File: src/rtl/burst_cas.sv
// CAS sequencer: buffers up to two column requests from the ACT sequencer and
// issues each one once tRCD and the CAS-to-CAS spacing rules are satisfied.
module burst_cas #(
    parameter int RCD_DELAY = 11,
    parameter int CCD_DELAY = 4,
    parameter int WTR_DELAY = 14,
    parameter int RTW_DELAY = 8,
    parameter int COL_WIDTH = 10
) (
    input  logic                 clock_t,
    input  logic                 reset_n,
    input  logic                 act_rdy,
    input  logic                 act_hit,
    input  logic                 act_rw,
    input  logic [1:0]           bg_addr,
    input  logic [1:0]           ba_addr,
    input  logic [COL_WIDTH-1:0] col_addr,
    output logic                 cas_rdy,
    output logic                 cas_rw,
    output logic [COL_WIDTH+3:0] cas_reg,
    output logic                 cas_idle,
    output logic                 cas_ovf
);

    localparam int ENT_W = COL_WIDTH + 5;

    localparam logic [1:0] CAS_IDLE = 2'd0;
    localparam logic [1:0] CAS_WAIT = 2'd1;
    localparam logic [1:0] CAS_CMD  = 2'd2;

    function automatic logic [7:0] dec_sat(input logic [7:0] v);
        return (v == 8'd0) ? v : v - 8'd1;
    endfunction

    function automatic logic [4:0] inc_sat(input logic [4:0] v);
        return (v == 5'd31) ? v : v + 5'd1;
    endfunction

    function automatic logic [7:0] gap_for(input logic prev_rw, input logic next_rw);
        if (prev_rw == next_rw)
            return 8'(CCD_DELAY);
        else if (prev_rw)
            return 8'(WTR_DELAY);
        else
            return 8'(RTW_DELAY);
    endfunction

    // Slot 0 is always the head; entry layout is {rw, bg, ba, col}.
    logic [ENT_W-1:0] fifo_ent [2];
    logic [ENT_W-1:0] ent_nxt  [2];
    logic [7:0]       fifo_rdy [2];
    logic [7:0]       rdy_nxt  [2];
    logic [1:0]       fifo_cnt;
    logic [1:0]       cnt_nxt;
    logic [1:0]       wr_slot;
    logic [1:0]       state;
    logic [4:0]       since_cnt;
    logic             last_rw;
    logic             head_rw;
    logic             issue;
    logic             push;
    logic [7:0]       gap;

    assign head_rw  = fifo_ent[0][ENT_W-1];
    assign gap      = gap_for(last_rw, head_rw);
    assign issue    = (state == CAS_WAIT) && (fifo_cnt != 2'd0) &&
                      (fifo_rdy[0] == 8'd0) && ({3'b000, since_cnt} >= gap - 8'd1);
    assign push     = act_rdy && ((fifo_cnt != 2'd2) || issue);
    assign wr_slot  = fifo_cnt - {1'b0, issue};
    assign cnt_nxt  = fifo_cnt + {1'b0, push} - {1'b0, issue};
    assign cas_idle = (fifo_cnt == 2'd0) && (state == CAS_IDLE);

    always_comb begin
        ent_nxt[0] = fifo_ent[0];
        ent_nxt[1] = fifo_ent[1];
        rdy_nxt[0] = dec_sat(fifo_rdy[0]);
        rdy_nxt[1] = dec_sat(fifo_rdy[1]);
        if (issue) begin
            ent_nxt[0] = fifo_ent[1];
            rdy_nxt[0] = dec_sat(fifo_rdy[1]);
        end
        if (push) begin
            if (wr_slot == 2'd0) begin
                ent_nxt[0] = {act_rw, bg_addr, ba_addr, col_addr};
                rdy_nxt[0] = act_hit ? 8'd0 : 8'(RCD_DELAY);
            end else begin
                ent_nxt[1] = {act_rw, bg_addr, ba_addr, col_addr};
                rdy_nxt[1] = act_hit ? 8'd0 : 8'(RCD_DELAY);
            end
        end
    end

    // Payload and countdowns are only meaningful below fifo_cnt, so they need no reset.
    always_ff @(posedge clock_t) begin
        fifo_ent <= ent_nxt;
        fifo_rdy <= rdy_nxt;
    end

    always_ff @(posedge clock_t or negedge reset_n) begin
        if (!reset_n) begin
            fifo_cnt  <= 2'd0;
            state     <= CAS_IDLE;
            cas_rdy   <= 1'b0;
            cas_rw    <= 1'b0;
            cas_reg   <= '0;
            cas_ovf   <= 1'b0;
            since_cnt <= 5'd31;
            last_rw   <= 1'b0;
        end else begin
            fifo_cnt  <= cnt_nxt;
            since_cnt <= issue ? 5'd0 : inc_sat(since_cnt);
            if (act_rdy && !push)
                cas_ovf <= 1'b1;
            case (state)
                CAS_IDLE: begin
                    if (fifo_cnt != 2'd0)
                        state <= CAS_WAIT;
                end
                CAS_WAIT: begin
                    if (issue) begin
                        state   <= CAS_CMD;
                        cas_rdy <= 1'b1;
                        cas_rw  <= head_rw;
                        cas_reg <= fifo_ent[0][ENT_W-2:0];
                        last_rw <= head_rw;
                    end
                end
                CAS_CMD: begin
                    cas_rdy <= 1'b0;
                    state   <= (fifo_cnt != 2'd0) ? CAS_WAIT : CAS_IDLE;
                end
                default: begin
                    cas_rdy <= 1'b0;
                    state   <= CAS_IDLE;
                end
            endcase
        end
    end

endmodule
File: config.mk
export PLATFORM = sky130hd
export DESIGN_NAME = burst_cas
export DESIGN_NICKNAME = d
export VERILOG_FILES = /design/src/rtl/burst_cas.sv
export SDC_FILE = /design/constraint.sdc
export NUM_CORES = 1
export LEC_CHECK = 0
export BUFFER_PORTS_ARGS = -buffer_cell sky130_fd_sc_hd__buf_2
export CORE_UTILIZATION = 45
export DETAILED_ROUTE_END_ITERATION = 8
export MAX_ROUTING_LAYER = met4
export SYNTH_ARGS = -nofsm -noshare
export SYNTH_HDL_FRONTEND = slang
export SYNTH_SLANG_ARGS = --single-unit
File: constraint.sdc
create_clock -name clock_t -period 5.6 [get_ports clock_t]
set_input_delay 1.12 -clock clock_t [delete_from_list [all_inputs] [get_ports clock_t]]
set_output_delay 1.12 -clock clock_t [all_outputs]
set_load 0.05 [all_outputs]
==> impl_metrics.yaml, run 1 <==
job:
  drv_cap: 0
final_layout:
  largest_register_ffs: 30
  final_cells: 446
  drive_gt1_frac: 0.291
  area.growth.synth_to_final_pct: 15.5
  n_antenna_cell: 0
  fin_nets: 375
placement:
  dp_hpwl_mm: 4.27
  dp.cells: 430
  io_buffers: 36
  globalplace.congestion: 0.827
yosys:
  yosys-top-cells-count: "nand2_1, dfxtp_1, mux2_4, dfrtp_1, nor2_1"
  synth_edf_count: 15
  ys_top_cells_by_area: "dfxtp_1, dfrtp_1, edfxtp_1"
  synth-warning-count: 0
  ys_types: 52
  yosysMostFrequentCell: "nand2_1"
  ys_ff_latch: 72
  synth-async-reset-ratio: 0.361
  synth_top_area_share: 0.179
  syn_area_mm2: 0.00347
  yosys.area.top_type: "dfxtp_1"
  ys_seq_area_frac: 0.499
  ys.flop_type: "dfxtp_1"
  syn_nets: 333
  syn_avg_cell_area_um2: 11.6
  synth_cells: 300
worst_setup_path:
  critPathMaxFanout: 39
  startpoint_type: "register"
  crit_type: "reg2reg"
  r2r_cells: 9
  r2r_start: "last_rw"
  r2r_end: "fifo_ent[15]"
  r2r_slack_ns: 2.57
  required_ns: 5.84
  cp.arrival_ns: 3.27
  crit_path_end_kind: "register"
grt:
  grtUsageTotal: 0.177
  grt_pass1_vias: 2367
  antenna_found_initial: 0
  grt_max_degree: 40
  grt_pass1_wl_mm: 11.0
  grt_overflow: 0
drt:
  drc: 0
  detail-route-antenna-nets: 0
  drt_wl_total_mm: 6.26
  wire_per_inst_um: 14.0
  vias_per_cell: 5.09
  first_iter_violations: 57
  firstDrtPassIters: 4
  vias: 2269
power:
  cellPowerDensity_mw_per_mm2: 631
  p_leak_nw: 1.87
  ir_drop_mv: 0.245
  finalPower_mw: 2.53
clocking:
  cts_tree: "yes"
  hold_buffers: 0
  cts.clk_slew.worst_paths_ns: 0.08
  cts_max_path_buffers: 2
  post-cts-setup-buffer-count: 0
  cts_resized: 0
  insertion_delay_ns: 0.34
  cts_inserted_buffers: 9
  cts_max_level: 3
  clock_sinks: 72
  cts_root_buf: "clkbuf_8"
sta:
  finClkSkew_ns: 0.00792
  finalMaxSlewViolations: 0
  holdWs_ns: 0.434
  slew-limit-headroom: 0.610
  max_freq_mhz: 330
  rsz0062_at_grt: "no"
  fin_crit_sh: 0.541
  hold_violations: 0
  setup_tns_ns: 0
  setup_viol: 0
  worstMarginPinSlew_ns: 0.582
  post-route-min-period_ns: 3.03
floorplan:
  initial_utilization: 0.473
  row_count: 31
  fp.dieH_um: 89.8
  io_pins: 37
  core_area_mm2: 0.00733
  dieArea_mm2: 0.00806
  die_w_um: 89.8
min_path:
  min_to: "cas_reg[3]"
  worstHoldPathCells: 2
  min_from: "fifo_ent[18]"
  hold_class: "reg2reg"
outcome:
  status: "finished, final reports clean"
[where the power goes]
group          leakage (nW)  total, mW  internal, mW  switching, mW
clock network         0.123      0.508         0.310          0.198
logic                  1.03       1.09         0.494          0.598
registers             0.721      0.926         0.767          0.159
[cell families (layout without fill, tap and decap cells)]
group / count (synthesis) / count (layout) / share of synthesized area
fa+ha+maj: 14 / 14 / 0.0505
buf+inv: 22 / 69 / 0.0303
flops: 72 / 72 / 0.499
compound gates: 31 / 31 / 0.0718
mux: 46 / 46 / 0.169
simple gates: 103 / 103 / 0.149
xor+xnor: 12 / 12 / 0.0303
[critical path, cell delays in order (launching register included)]
cell and delay (ns):
dfrtp_1 0.42, inv_1 0.06, ha_1 0.31, nand3_1 0.09, ha_1 0.23, a2111oi_2 0.48
a2111o_1 0.22, buf_4 0.43, mux2_2 0.39, mux2_2 0.26
[final cells by class]
cell class,count,area [um^2]
Multi-Input combinational cell,206,1640
Fill cell,644,3330
Timing Repair Buffer,40,210
Inverter,13,48.8
Tap cell,99,124
Sequential cell,72,1730
Clock buffer,10,138
Clock inverter,6,115
[cells in the final DEF, fill, tap and decap left out, types with 5 or more instances in the layout]
| cell | Yosys | final |
|---|---|---|
| buf_2 | 3 | 36 |
| clkbuf_8 | 0 | 10 |
| dfrtp_1 | 21 | 21 |
| dfstp_2 | 5 | 5 |
| dfxtp_1 | 31 | 31 |
| edfxtp_1 | 15 | 15 |
| ha_1 | 14 | 14 |
| inv_1 | 13 | 13 |
| mux2_2 | 9 | 9 |
| mux2_4 | 23 | 23 |
| mux2i_1 | 14 | 14 |
| nand2_1 | 53 | 53 |
| nor2_1 | 17 | 17 |
| nor3_1 | 6 | 6 |
| o21ai_0 | 8 | 8 |
| xnor2_1 | 9 | 9 |
[through the flow]
step	utilization	setup WS [ns]	area, um^2
after floorplan	-	2.66	3470
after global placement	0.511	2.64	3750
after detailed placement	0.511	2.56	3750
after CTS	0.546	2.55	4000
after global routing	0.546	2.37	4000
final	0.546	2.57	4000
[worst max path at each step]
stage                 start           end  slack (ns)  cells past startpoint
global placement    last_rw  fifo_ent[15]        2.64                      9
CTS                 last_rw  fifo_ent[15]        2.55                      9
floorplan           last_rw  fifo_ent[17]        2.66                     10
detailed placement  last_rw  fifo_ent[15]        2.56                      9
finish              last_rw  fifo_ent[15]        2.57                      9
global route        last_rw  fifo_ent[15]        2.37                      9
[per-layer routing]
layer	GRT usage	vias up	share of wire
met2	0.299	31	0.48
met1	0.207	1097	0.47
met3	0.0491	6	0.034
li1	-	1135	-
met4	0.0492	0	0.010
met5	-	-	0
Note: power is estimated with default switching activity, not from simulation.
==> run 2: changes to the inputs <==
clock period = 3.03 ns   (was 5.6 ns; I/O delays follow)
==> run 2 against run 1 <==
Effect of this change:
- sequential power is 85% higher
- count of clock-buffer cells in the layout stayed put
- sequential share of layout area is 0.13 points lower
- global-route usage is 0.61 points lower
- wire length is 0.35% lower
- clock power is 63% higher
- first-iteration DRC count is 68% higher
==> impl_metrics.yaml, run 2 (synthesized netlist as in run 1, its figures left out) <==
clocking:
  cts_max_level: 3
  post-cts-setup-buffer-count: 0
  clock_sinks: 72
  insertion_delay_ns: 0.34
  cts_inserted_buffers: 9
  cts_root_buf: "clkbuf_8"
  cts_max_path_buffers: 2
  cts.clk_slew.worst_paths_ns: 0.08
  cts_resized: 0
  cts_tree: "yes"
  hold_buffers: 0
worst_setup_path:
  crit_type: "reg2reg"
  startpoint_type: "register"
  critPathLaunch: "last_rw"
  r2r_start: "last_rw"
  cp_num_buf_inv: 2
  slowest_stage: "dfrtp_1"
  cp_top_family: "compound AO/OA/AOI/OAI gates"
  cp.arrival_ns: 2.99
  max_stage_delay_ns: 0.41
  required_ns: 3.25
  critPathMaxFanout: 39
  crit_path_end_kind: "register"
  crit_chain: "inv_1, ha_1, nand3_1, ha_1, o21ai_0, o21ba_2, a2111o_1, buf_12, mux2_4, mux2_4"
sta:
  hold_violations: 0
  fin_crit_sh: 0.916
  max_freq_mhz: 360
  finalMaxSlewViolations: 0
  slew-limit-headroom: 0.574
  setup_viol: 0
  worst_slack_ns: 0.256
  rsz0062_at_grt: "no"
  finClkSkew_ns: 0.00996
  worstMarginPinSlew_ns: 0.639
  setup_tns_ns: 0
  post-route-min-period_ns: 2.77
power:
  cellPowerDensity_mw_per_mm2: 1150
  p_leak_nw: 1.87
  ir_drop_mv: 0.561
floorplan:
  core_area_mm2: 0.00733
  dieArea_mm2: 0.00806
  row_count: 31
  initial_utilization: 0.473
  io_pins: 37
  die_w_um: 89.8
  fp.dieH_um: 89.8
drt:
  drc: 0
  drt_wl_total_mm: 6.23
  first_iter_violations: 96
  vias_per_cell: 5.03
  detail-route-antenna-nets: 0
  wire_per_inst_um: 13.9
  vias: 2247
  firstDrtPassIters: 4
grt:
  grt_pass1_wl_mm: 10.6
  grt_pass1_vias: 2209
  grt_overflow: 0
  grtUsageTotal: 0.171
  antenna_found_initial: 0
  grt_max_degree: 40
placement:
  globalplace.congestion: 0.830
  post-place-ws_ns: 0.211
  dp_hpwl_mm: 4.34
  io_buffers: 36
job:
  drv_cap: 0
outcome:
  status: "finished, final reports clean"
final_layout:
  fin_nets: 376
  n_antenna_cell: 0
  largest_register_ffs: 30
  final_cell_mix: "nand2_1, buf_2, dfxtp_1"
  final_common_cell: "nand2_1"
  final_util: 0.548
  drive_gt1_frac: 0.290
  area.growth.synth_to_final_pct: 15.8
min_path:
  hold_class: "in2async"
run 2: changes by cell type in the layout (fill, tap and decap cells not counted), sizes merged:
cell	before	now
buf	40	41
bufinv	3	2
clkinvlp	1	2
run 2: final timing paths:
path	endpoint	slack, ns	depth (start not counted)
min in group clock_t	cas_reg[6]	0.43	2
max in group asynchronous	cas_reg[12]	2.32	1
worst max register to register	fifo_ent[16]	0.26	10
worst min-delay path	state[1]	0.29	1
worst min register to register	cas_reg[6]	0.43	2
worst max-delay path	fifo_ent[16]	0.26	10
run 2: worst reg2reg max path, cell delays in order (launching register included):
cell      delay, ns
dfrtp_1        0.41
inv_1          0.06
ha_1           0.32
nand3_1        0.09
ha_1           0.27
o21ai_0        0.10
o21ba_2        0.25
a2111o_1       0.39
buf_12         0.20
mux2_4         0.34
mux2_4         0.25
run 2: routing by layer:
metal / track usage / part of all wire / wire (um)
met5: - / 0 / 0
met4: 0.0519 / 0.015 / 92
met3: 0.0431 / 0.034 / 210
met2: 0.273 / 0.48 / 2980
met1: 0.214 / 0.47 / 2950
run 2: final cells by class:
| type | count | area (um^2) |
|---|---|---|
| fillers | 659 | 3320 |
| flip-flops and latches | 72 | 1730 |
| multi-input cells | 206 | 1650 |
| repair buffers | 41 | 243 |
| clock buffers | 10 | 128 |
| well taps | 99 | 124 |
| clock inverters | 6 | 92.6 |
| inverters | 13 | 48.8 |
run 2: stage by stage:
step / hold slack [ns] / instances / total power, mW / instance area [um^2]
global placement: 0.422 / 431 / 3.73 / 3780
floorplan: 0.310 / 300 / 3.33 / 3470
finish: 0.287 / 447 / 4.60 / 4010
global route: 0.330 / 447 / 4.94 / 4010
detailed placement: 0.424 / 431 / 3.78 / 3780
CTS: 0.302 / 447 / 4.63 / 4000
run 2: report_power, final:
| part | switching (mW) | leakage (nW) | internal, mW |
|---|---|---|---|
| clock | 0.361 | 0.103 | 0.468 |
| sequential | 0.290 | 0.721 | 1.42 |
| combinational | 1.12 | 1.05 | 0.948 |
==> run 3: changes to the inputs <==
CAP_MARGIN = 20   (was unset)
GPL_TIMING_DRIVEN = 0   (was unset)
==> run 3 against run 2 <==
Effect of this change:
- clock skew is essentially flat
- flip-flop and latch count is the same
- register-to-register slack lost 0.04 ns
- count of clock-buffer cells in the layout grew 1
- wire length grew 0.87%
- maximum frequency shrank 1.5%
- clock power is essentially flat
- sequential power is essentially flat
- worst hold slack lost 0.0064 ns
- global-route usage grew 0.25 points
- first-iteration DRC count shrank 17%
- power is essentially flat
- largest power group unchanged
==> impl_metrics.yaml, run 3 (synthesized netlist as in run 1, its figures left out) <==
sta:
  finalMaxSlewViolations: 0
  worstMarginPinSlew_ns: 0.621
  max_freq_mhz: 355
  hold_violations: 0
  finClkSkew_ns: 0.00990
  slew-limit-headroom: 0.586
  fin_crit_sh: 0.930
  post-route-min-period_ns: 2.82
  setup_viol: 0
  rsz0062_at_grt: "no"
  setup_tns_ns: 0
worst_setup_path:
  crit_path_end_kind: "register"
  required_ns: 3.26
  cp.arrival_ns: 3.05
  crit_type: "reg2reg"
  startpoint_type: "register"
  critPathMaxFanout: 10
  r2r_slack_ns: 0.21
power:
  cellPowerDensity_mw_per_mm2: 1140
  p_leak_nw: 1.89
  ir_drop_mv: 0.593
drt:
  detail-route-antenna-nets: 0
  drt-met1-wl_mm: 3.08
  firstDrtPassIters: 4
  first_iter_violations: 80
  highest_layer: "met4"
  vias: 2288
  wire_per_inst_um: 13.9
  vias_per_cell: 5.07
  wl_met2_mm: 2.97
  wl_met3_um: 184
  drt_wl_total_mm: 6.29
  drc: 0
floorplan:
  core_area_mm2: 0.00733
  fp.dieH_um: 89.8
  io_pins: 37
  die_w_um: 89.8
  row_count: 31
  initial_utilization: 0.473
  dieArea_mm2: 0.00806
clocking:
  insertion_delay_ns: 0.33
  cts_inserted_buffers: 9
  cts.clk_slew.worst_paths_ns: 0.08
  cts_max_level: 3
  cts_root_buf: "clkbuf_8"
  cts_max_path_buffers: 2
  cts_tree: "yes"
  clock_sinks: 72
  hold_buffers: 0
  post-cts-setup-buffer-count: 0
final_layout:
  area.growth.synth_to_final_pct: 16.1
  drive_gt1_frac: 0.301
  final_util: 0.549
  fin_nets: 380
  largest_register_ffs: 30
  final_common_cell: "nand2_1"
  n_antenna_cell: 0
  final_cell_mix: "nand2_1, buf_2, dfxtp_1"
grt:
  grtUsageTotal: 0.174
  grt_pass1_wl_mm: 10.7
  grt_max_degree: 27
  grt_overflow: 0
  grt_pass1_vias: 2219
  antenna_found_initial: 0
placement:
  io_buffers: 36
  globalplace.congestion: 0.739
  dp_hpwl_mm: 4.53
outcome:
  status: "finished, final reports clean"
min_path:
  hold_class: "in2async"
job:
  drv_cap: 0
[run 3: final cells by class]
| class | count | area [um^2] |
|---|---|---|
| multi-input combinational | 206 | 1660 |
| inverter | 13 | 48.8 |
| clock buffer | 11 | 141 |
| clock inverter | 5 | 81.3 |
| tap | 99 | 124 |
| fill | 646 | 3310 |
| sequential | 72 | 1730 |
| buffer | 9 | 65.1 |
| timing repair buffer | 36 | 180 |
[run 3: critical path: stages, from the launching register on]
cell and delay [ns]:
dfrtp_1 0.42, inv_1 0.07, ha_1 0.32, ha_1 0.24, or3_1 0.38, o2111a_1 0.27
a211oi_4 0.35, buf_4 0.31, mux2_2 0.35
[run 3: report_power, final]
| part | internal (mW) | total (mW) | switching (mW) |
|---|---|---|---|
| combinational | 0.937 | 2.06 | 1.13 |
| clock | 0.486 | 0.827 | 0.340 |
| sequential | 1.42 | 1.71 | 0.289 |
[run 3: per-stage QoR]
step           hold slack, ns  area (um^2)  cells  total power [mW]  setup WS (ns)
2_1_floorplan           0.310         3470    300              3.33         0.0921
3_3_place_gp            0.424         3770    435              3.71         0.0480
3_5_place_dp            0.426         3770    435              3.75         0.0264
4_1_cts                 0.292         3990    451              4.60         0.0200
5_1_grt                 0.323         4020    451              4.93         0.0331
6_report                0.281         4020    451              4.60          0.213
[run 3: path summary, 6_finish.rpt]
check / startpoint / end / depth (start not counted)
max: last_rw / fifo_ent[26] / 8
min: reset_n / fifo_cnt[0] / 1
max reg2reg: last_rw / fifo_ent[26] / 8
min reg2reg: fifo_ent[15] / cas_reg[0] / 2
max in group asynchronous: reset_n / cas_rdy / 1
min in group clock_t: fifo_ent[15] / cas_reg[0] / 2
[run 3: repair_timing]
item / 4_1_cts / 5_1_grt
setup endpoints to repair: 0 / 37
gates resized for setup: 0 / 12
endpoints found under the hold margin: 0 / 0
[run 3: metal layers]
layer  GRT usage  vias to the layer above
met5           -                        -
met3      0.0431                        4
met1       0.213                     1097
li1            -                     1151
met2       0.283                       36
met4      0.0533                        0
